==> src/rtl/rv_decode_pkg.sv <==
// Shared opcode constants, immediate-kind codes and the decoded bundle type
// used by the immediate decode stage and its combinational selector.
package rv_decode_pkg;

  localparam logic [6:0] OP_IMM = 7'b0010011;
  localparam logic [6:0] LOAD   = 7'b0000011;
  localparam logic [6:0] JALR   = 7'b1100111;
  localparam logic [6:0] STORE  = 7'b0100011;
  localparam logic [6:0] BRANCH = 7'b1100011;
  localparam logic [6:0] OP     = 7'b0110011;
  localparam logic [6:0] LUI    = 7'b0110111;
  localparam logic [6:0] AUIPC  = 7'b0010111;
  localparam logic [6:0] JAL    = 7'b1101111;

  localparam logic [2:0] KIND_R = 3'd0;
  localparam logic [2:0] KIND_I = 3'd1;
  localparam logic [2:0] KIND_S = 3'd2;
  localparam logic [2:0] KIND_B = 3'd3;
  localparam logic [2:0] KIND_U = 3'd4;
  localparam logic [2:0] KIND_J = 3'd5;

  typedef struct packed {
    logic [11:0] imm12;
    logic [2:0]  kind;
    logic [6:0]  opcode;
    logic [2:0]  funct3;
    logic [4:0]  rd;
    logic [4:0]  rs1;
    logic [4:0]  rs2;
    logic [31:0] pc;
    logic        illegal;
  } dec_t;

endpackage

==> src/rtl/rv_imm12_select.sv <==
// Combinational decode of one instruction word into the bundle carried
// through the stage: 12-bit immediate field, format kind and register fields.
module rv_imm12_select
  import rv_decode_pkg::*;
#(
  parameter int XLEN = 32
) (
  input  logic [XLEN-1:0] instr,
  input  logic [XLEN-1:0] pc,
  output dec_t            dec
);

  always_comb begin
    dec         = '0;
    dec.opcode  = instr[6:0];
    dec.funct3  = instr[14:12];
    dec.rd      = instr[11:7];
    dec.rs1     = instr[19:15];
    dec.rs2     = instr[24:20];
    dec.pc      = pc;
    case (instr[6:0])
      OP_IMM, LOAD, JALR: begin
        dec.imm12 = instr[31:20];
        dec.kind  = KIND_I;
      end
      STORE: begin
        dec.imm12 = {instr[31:25], instr[11:7]};
        dec.kind  = KIND_S;
      end
      // Branch offset bits [12:1]; the consumer restores bit 0.
      BRANCH: begin
        dec.imm12 = {instr[31], instr[7], instr[30:25], instr[11:8]};
        dec.kind  = KIND_B;
      end
      OP:          dec.kind = KIND_R;
      LUI, AUIPC:  dec.kind = KIND_U;
      JAL:         dec.kind = KIND_J;
      default:     dec.illegal = 1'b1;
    endcase
  end

endmodule

==> src/rtl/rv_imm_decode_stage.sv <==
// Fetch-to-execute decode stage: registered output bundle behind a
// valid/ready handshake with a one-entry skid buffer and flush.
module rv_imm_decode_stage
  import rv_decode_pkg::*;
#(
  parameter int XLEN = 32
) (
  input  logic            clk,
  input  logic            rst_n,
  input  logic            in_valid,
  output logic            in_ready,
  input  logic [XLEN-1:0] in_instr,
  input  logic [XLEN-1:0] in_pc,
  input  logic            flush,
  output logic            out_valid,
  input  logic            out_ready,
  output logic [11:0]     out_imm12,
  output logic [2:0]      out_imm_kind,
  output logic [6:0]      out_opcode,
  output logic [2:0]      out_funct3,
  output logic [4:0]      out_rd,
  output logic [4:0]      out_rs1,
  output logic [4:0]      out_rs2,
  output logic [XLEN-1:0] out_pc,
  output logic            out_illegal
);

  dec_t dec, main_q, skid_q;
  logic main_v, skid_v;
  logic acc, drain;

  rv_imm12_select #(.XLEN(XLEN)) u_sel (
    .instr (in_instr),
    .pc    (in_pc),
    .dec   (dec)
  );

  assign in_ready = !skid_v;
  assign acc      = in_valid & in_ready & rst_n & !flush;
  assign drain    = main_v & out_ready;

  always_ff @(posedge clk) begin
    if (!rst_n) begin
      main_v <= 1'b0;
      skid_v <= 1'b0;
      main_q <= '0;
      skid_q <= '0;
    end else if (flush) begin
      // Skid contents are discarded, never promoted, even if main drains.
      main_v <= 1'b0;
      skid_v <= 1'b0;
    end else if (!main_v || drain) begin
      if (skid_v) begin
        main_q <= skid_q;
        main_v <= 1'b1;
        skid_v <= acc;
        if (acc) skid_q <= dec;
      end else begin
        main_v <= acc;
        if (acc) main_q <= dec;
      end
    end else if (acc) begin
      skid_q <= dec;
      skid_v <= 1'b1;
    end
  end

  assign out_valid    = main_v;
  assign out_imm12    = main_q.imm12;
  assign out_imm_kind = main_q.kind;
  assign out_opcode   = main_q.opcode;
  assign out_funct3   = main_q.funct3;
  assign out_rd       = main_q.rd;
  assign out_rs1      = main_q.rs1;
  assign out_rs2      = main_q.rs2;
  assign out_pc       = main_q.pc;
  assign out_illegal  = main_q.illegal;

endmodule

==> config.mk <==
export PLATFORM = sky130hd
export DESIGN_NAME = rv_imm_decode_stage
export DESIGN_NICKNAME = d
export VERILOG_FILES = /design/src/rtl/rv_decode_pkg.sv /design/src/rtl/rv_imm12_select.sv /design/src/rtl/rv_imm_decode_stage.sv
export SDC_FILE = /design/constraint.sdc
export NUM_CORES = 1
export LEC_CHECK = 0
export BUFFER_PORTS_ARGS = -buffer_cell sky130_fd_sc_hd__buf_2
export CORE_ASPECT_RATIO = 1.5
export CORE_MARGIN = 2
export CORE_UTILIZATION = 50
export DETAILED_ROUTE_END_ITERATION = 7
export PLACE_DENSITY = 0.8
export SETUP_SLACK_MARGIN = 0.05
export SYNTH_ARGS = -nofsm -noshare
export SYNTH_HDL_FRONTEND = slang
export SYNTH_SLANG_ARGS = --single-unit
==> constraint.sdc <==
create_clock -name clk -period 1.9 [get_ports clk]
set_clock_uncertainty 0.1 [all_clocks]
set_input_delay 0.38 -clock clk [delete_from_list [all_inputs] [get_ports clk]]
set_output_delay 0.38 -clock clk [all_outputs]
set_load 0.005 [all_outputs]
==> results.py <==
metrics = {
    "outcome": {
        "status": "complete, no violations",
    },
    "floorplan": {
        "placementRows": 50,
        "die_w_microns": 95.9,
        "ios": 144,
        "die_area_sq_um": 13600,
        "initial_core_util_pct": 50.9,
        "dieHeight_microns": 142,
        "placeableCoreArea_sq_um": 12400,
    },
    "layout": {
        "stdcell_area_sq_um": 7820,
        "multi_input_area_sq_um": 3080,
        "fill_cells": 1089,
        "regArea_sq_um": 2970,
        "fin_nets": 878,
        "drive_above_1_share_pct": 23.8,
        "area_growth_pct": 23.5,
        "diodes": 0,
    },
    "worst_setup_path": {
        "cp.arrival_ns": 1.92,
        "path_class": "flop to flop",
        "startpoint_type": "flop",
        "crit_required_ns": 2.10,
        "worstPathMaxFanout": 102,
        "end_kind": "flop",
    },
    "route": {
        "ant_nets": 0,
        "via_per_inst": 5.55,
        "drc": 0,
        "met1_length_microns": 6210,
        "wl_met3_microns": 920,
        "met2_wirelength_microns": 7680,
        "first_iter_violations": 332,
        "via_count": 5415,
        "drt_first_pass_iters": 5,
        "wirelength_microns": 15000,
        "drt-wirelength-per-cell_microns": 15.3,
        "highest_layer": "met4",
    },
    "clocking": {
        "ctsHoldBuffers": 0,
        "h-tree-depth": 4,
        "clock_latency_ns": 0.40,
        "tritoncts": "done",
        "cts.clk_slew.worst_paths_ns": 0.06,
        "clkSinkCount": 148,
        "post-cts-setup-buffers": 0,
        "clk_path_buf_depth": 2,
        "root_buffer": "clkbuf_16",
        "cts_buffers": 17,
        "cts_resized": 0,
    },
    "place": {
        "portBuffers": 143,
        "postPlaceCellArea_sq_um": 7200,
        "dp_hpwl_microns": 9650,
        "gp_congestion": 0.782,
    },
    "sta": {
        "setup_viol": 0,
        "worstMarginPinSlew_ns": 0.603,
        "min_period_ns": 1.72,
        "finalSetupTns_ns": 0,
        "period_share_pct": 90.3,
        "hold_viol": 0,
        "relSlewSlack_pct": 59.8,
        "timing.fmax_mhz": 583,
        "slew_violations": 0,
        "rsz0062_at_grt": "no",
    },
    "pwr": {
        "combPwrFrac_pct": 7.0,
        "p_int_uw": 5710,
        "p_leak_uw": 0.00361,
        "p_clk_share_pct": 48.6,
        "p_seq_share_pct": 44.4,
        "power_switching_uw": 1540,
        "swShare_pct": 21.2,
        "peakVddDrop_uv": 666,
        "power_density_nw_per_um2": 927,
    },
    "synthesis": {
        "synth_edf_count": 0,
        "syn_area_per_cell_sq_um": 9.15,
        "synth_area_sq_um": 6330,
        "synth_cells": 692,
        "yosysSeqAreaShare_pct": 46.8,
        "syn_nets": 761,
        "synth_warnings": 0,
        "ys_types": 40,
        "async_reset_ff_share_pct": 0,
        "synthFlopType": "dfxtp_1",
        "synth_seq_cells": 148,
    },
    "grt": {
        "antenna_found_initial": 0,
        "overflow": 0,
        "grt_use_total_pct": 22.2,
        "grt_pass1_vias": 4963,
        "grt_max_degree": 154,
        "grt_first_pass_wirelength_microns": 23900,
    },
    "worst_hold_path": {
        "hold_class": "input pin to flop",
    },
    "run": {
        "drv_cap": 0,
    },
}
## through the flow
| step | hold WS (ns) | cells | worst slack (ns) | utilization (%) | power [uW] |
|---|---|---|---|---|---|
| CTS | 0.104 | 976 | 0.142 | 62.8 | 7320 |
| finish | 0.120 | 976 | 0.184 | 62.8 | 7250 |
| detailed placement | 0.350 | 946 | 0.0584 | 57.8 | 3790 |
| global placement | 0.339 | 946 | 0.120 | 57.8 | 3780 |
| global route | 0.113 | 976 | 0.0780 | 62.8 | 7520 |
| floorplan | 0.331 | 692 | 0.209 | - | 3560 |
## sequential cells by signal, summed over array words and instances, names as in the netlist
name	flops
skid_q	73
out_pc	32
out_imm12	12
out_opcode	7
out_rd	5
out_rs1	5
out_rs2	5
out_funct3	3
out_imm_kind	3
out_illegal	1
out_valid	1
skid_v	1
## area by class of cell
cell class / count / area share [%]
inverter: 4 / 0.192
timing repair buffer: 161 / 12.0
clock buffer: 21 / 6.03
clock inverter: 9 / 1.94
multi-input combinational: 477 / 39.4
sequential: 148 / 37.9
tap: 156 / 2.50
## cell usage in the layout (no fill, tap or decap), types with 2 or more instances in the layout
master	count
a21boi_0	59
a21oi_1	13
a2bb2oi_1	5
a32oi_1	7
buf_12	7
buf_2	142
buf_4	12
bufinv_16	4
clkbuf_1	2
clkbuf_16	18
clkinv_2	3
dfxtp_1	147
inv_1	4
mux2i_1	60
nand2_1	177
nand3_1	25
nand3b_1	2
nand4_1	8
nand4b_1	2
nor2_1	4
nor2b_1	2
nor3_1	2
o211a_1	57
o211ai_1	9
o21a_1	3
o21ai_0	18
o221ai_1	6
or3_1	2
## routing by layer
metal  global-route usage, %  up-vias
met1                    27.5     2576
met2                    37.2      141
met5                       0        -
met3                    5.95       14
li1                        -     2684
met4                    6.54        0
## cell usage after synthesis, types with 2 or more instances
master	instances	area [sq um]
dfxtp_1	148	2960
o211a_1	57	571
buf_2	25	125
o21ai_0	18	90.1
nand4_1	8	50.1
a21boi_0	59	443
nand3_1	26	130
nand3b_1	2	15.0
or3_1	2	12.5
o221ai_1	6	52.6
o211ai_1	9	67.6
buf_1	2	7.51
nor3_1	2	10.0
a2bb2oi_1	5	43.8
inv_1	4	15.0
nand4b_1	2	17.5
a32oi_1	7	61.3
buf_4	4	30.0
mux2i_1	60	601
nand2_1	177	664
nor2b_1	2	12.5
a21oi_1	13	65.1
nor2_1	4	15.0
clkbuf_1	32	120
o21a_1	3	22.5
## power by group through the flow
stage,Sequential (uW),Combinational [uW],Clock (uW)
after CTS,3220,509,3590
final,3220,504,3530
after global routing,3230,557,3730
after detailed placement,3290,506,0
after global placement,3290,498,0
after floorplan,3290,264,0
## path summary, 6_finish.rpt
path                            cells after the start  startpoint  slack (ns)             to
worst max-delay path                                5      skid_v        0.18  out_funct3[0]
worst max register to register                      5      skid_v        0.18  out_funct3[0]
worst min-delay path                                2       flush        0.12      out_valid
worst min register to register                      2  skid_q[58]        0.36     skid_q[58]
## logic make-up after synthesis
logic type	count (synthesis)	share of synthesized area, %
simple gates	235	16.0
compound gates	182	23.1
flops	148	46.8
buf+inv	67	4.70
mux	60	9.48
## worst max-delay path: stages (launching register included)
cell and delay, ns:
dfxtp_4 0.45, a21oi_1 0.10, nor3_4 0.26, buf_12 0.36
nand2_1 0.11, o211a_1 0.14
Power figures use the tool's default switching activity.
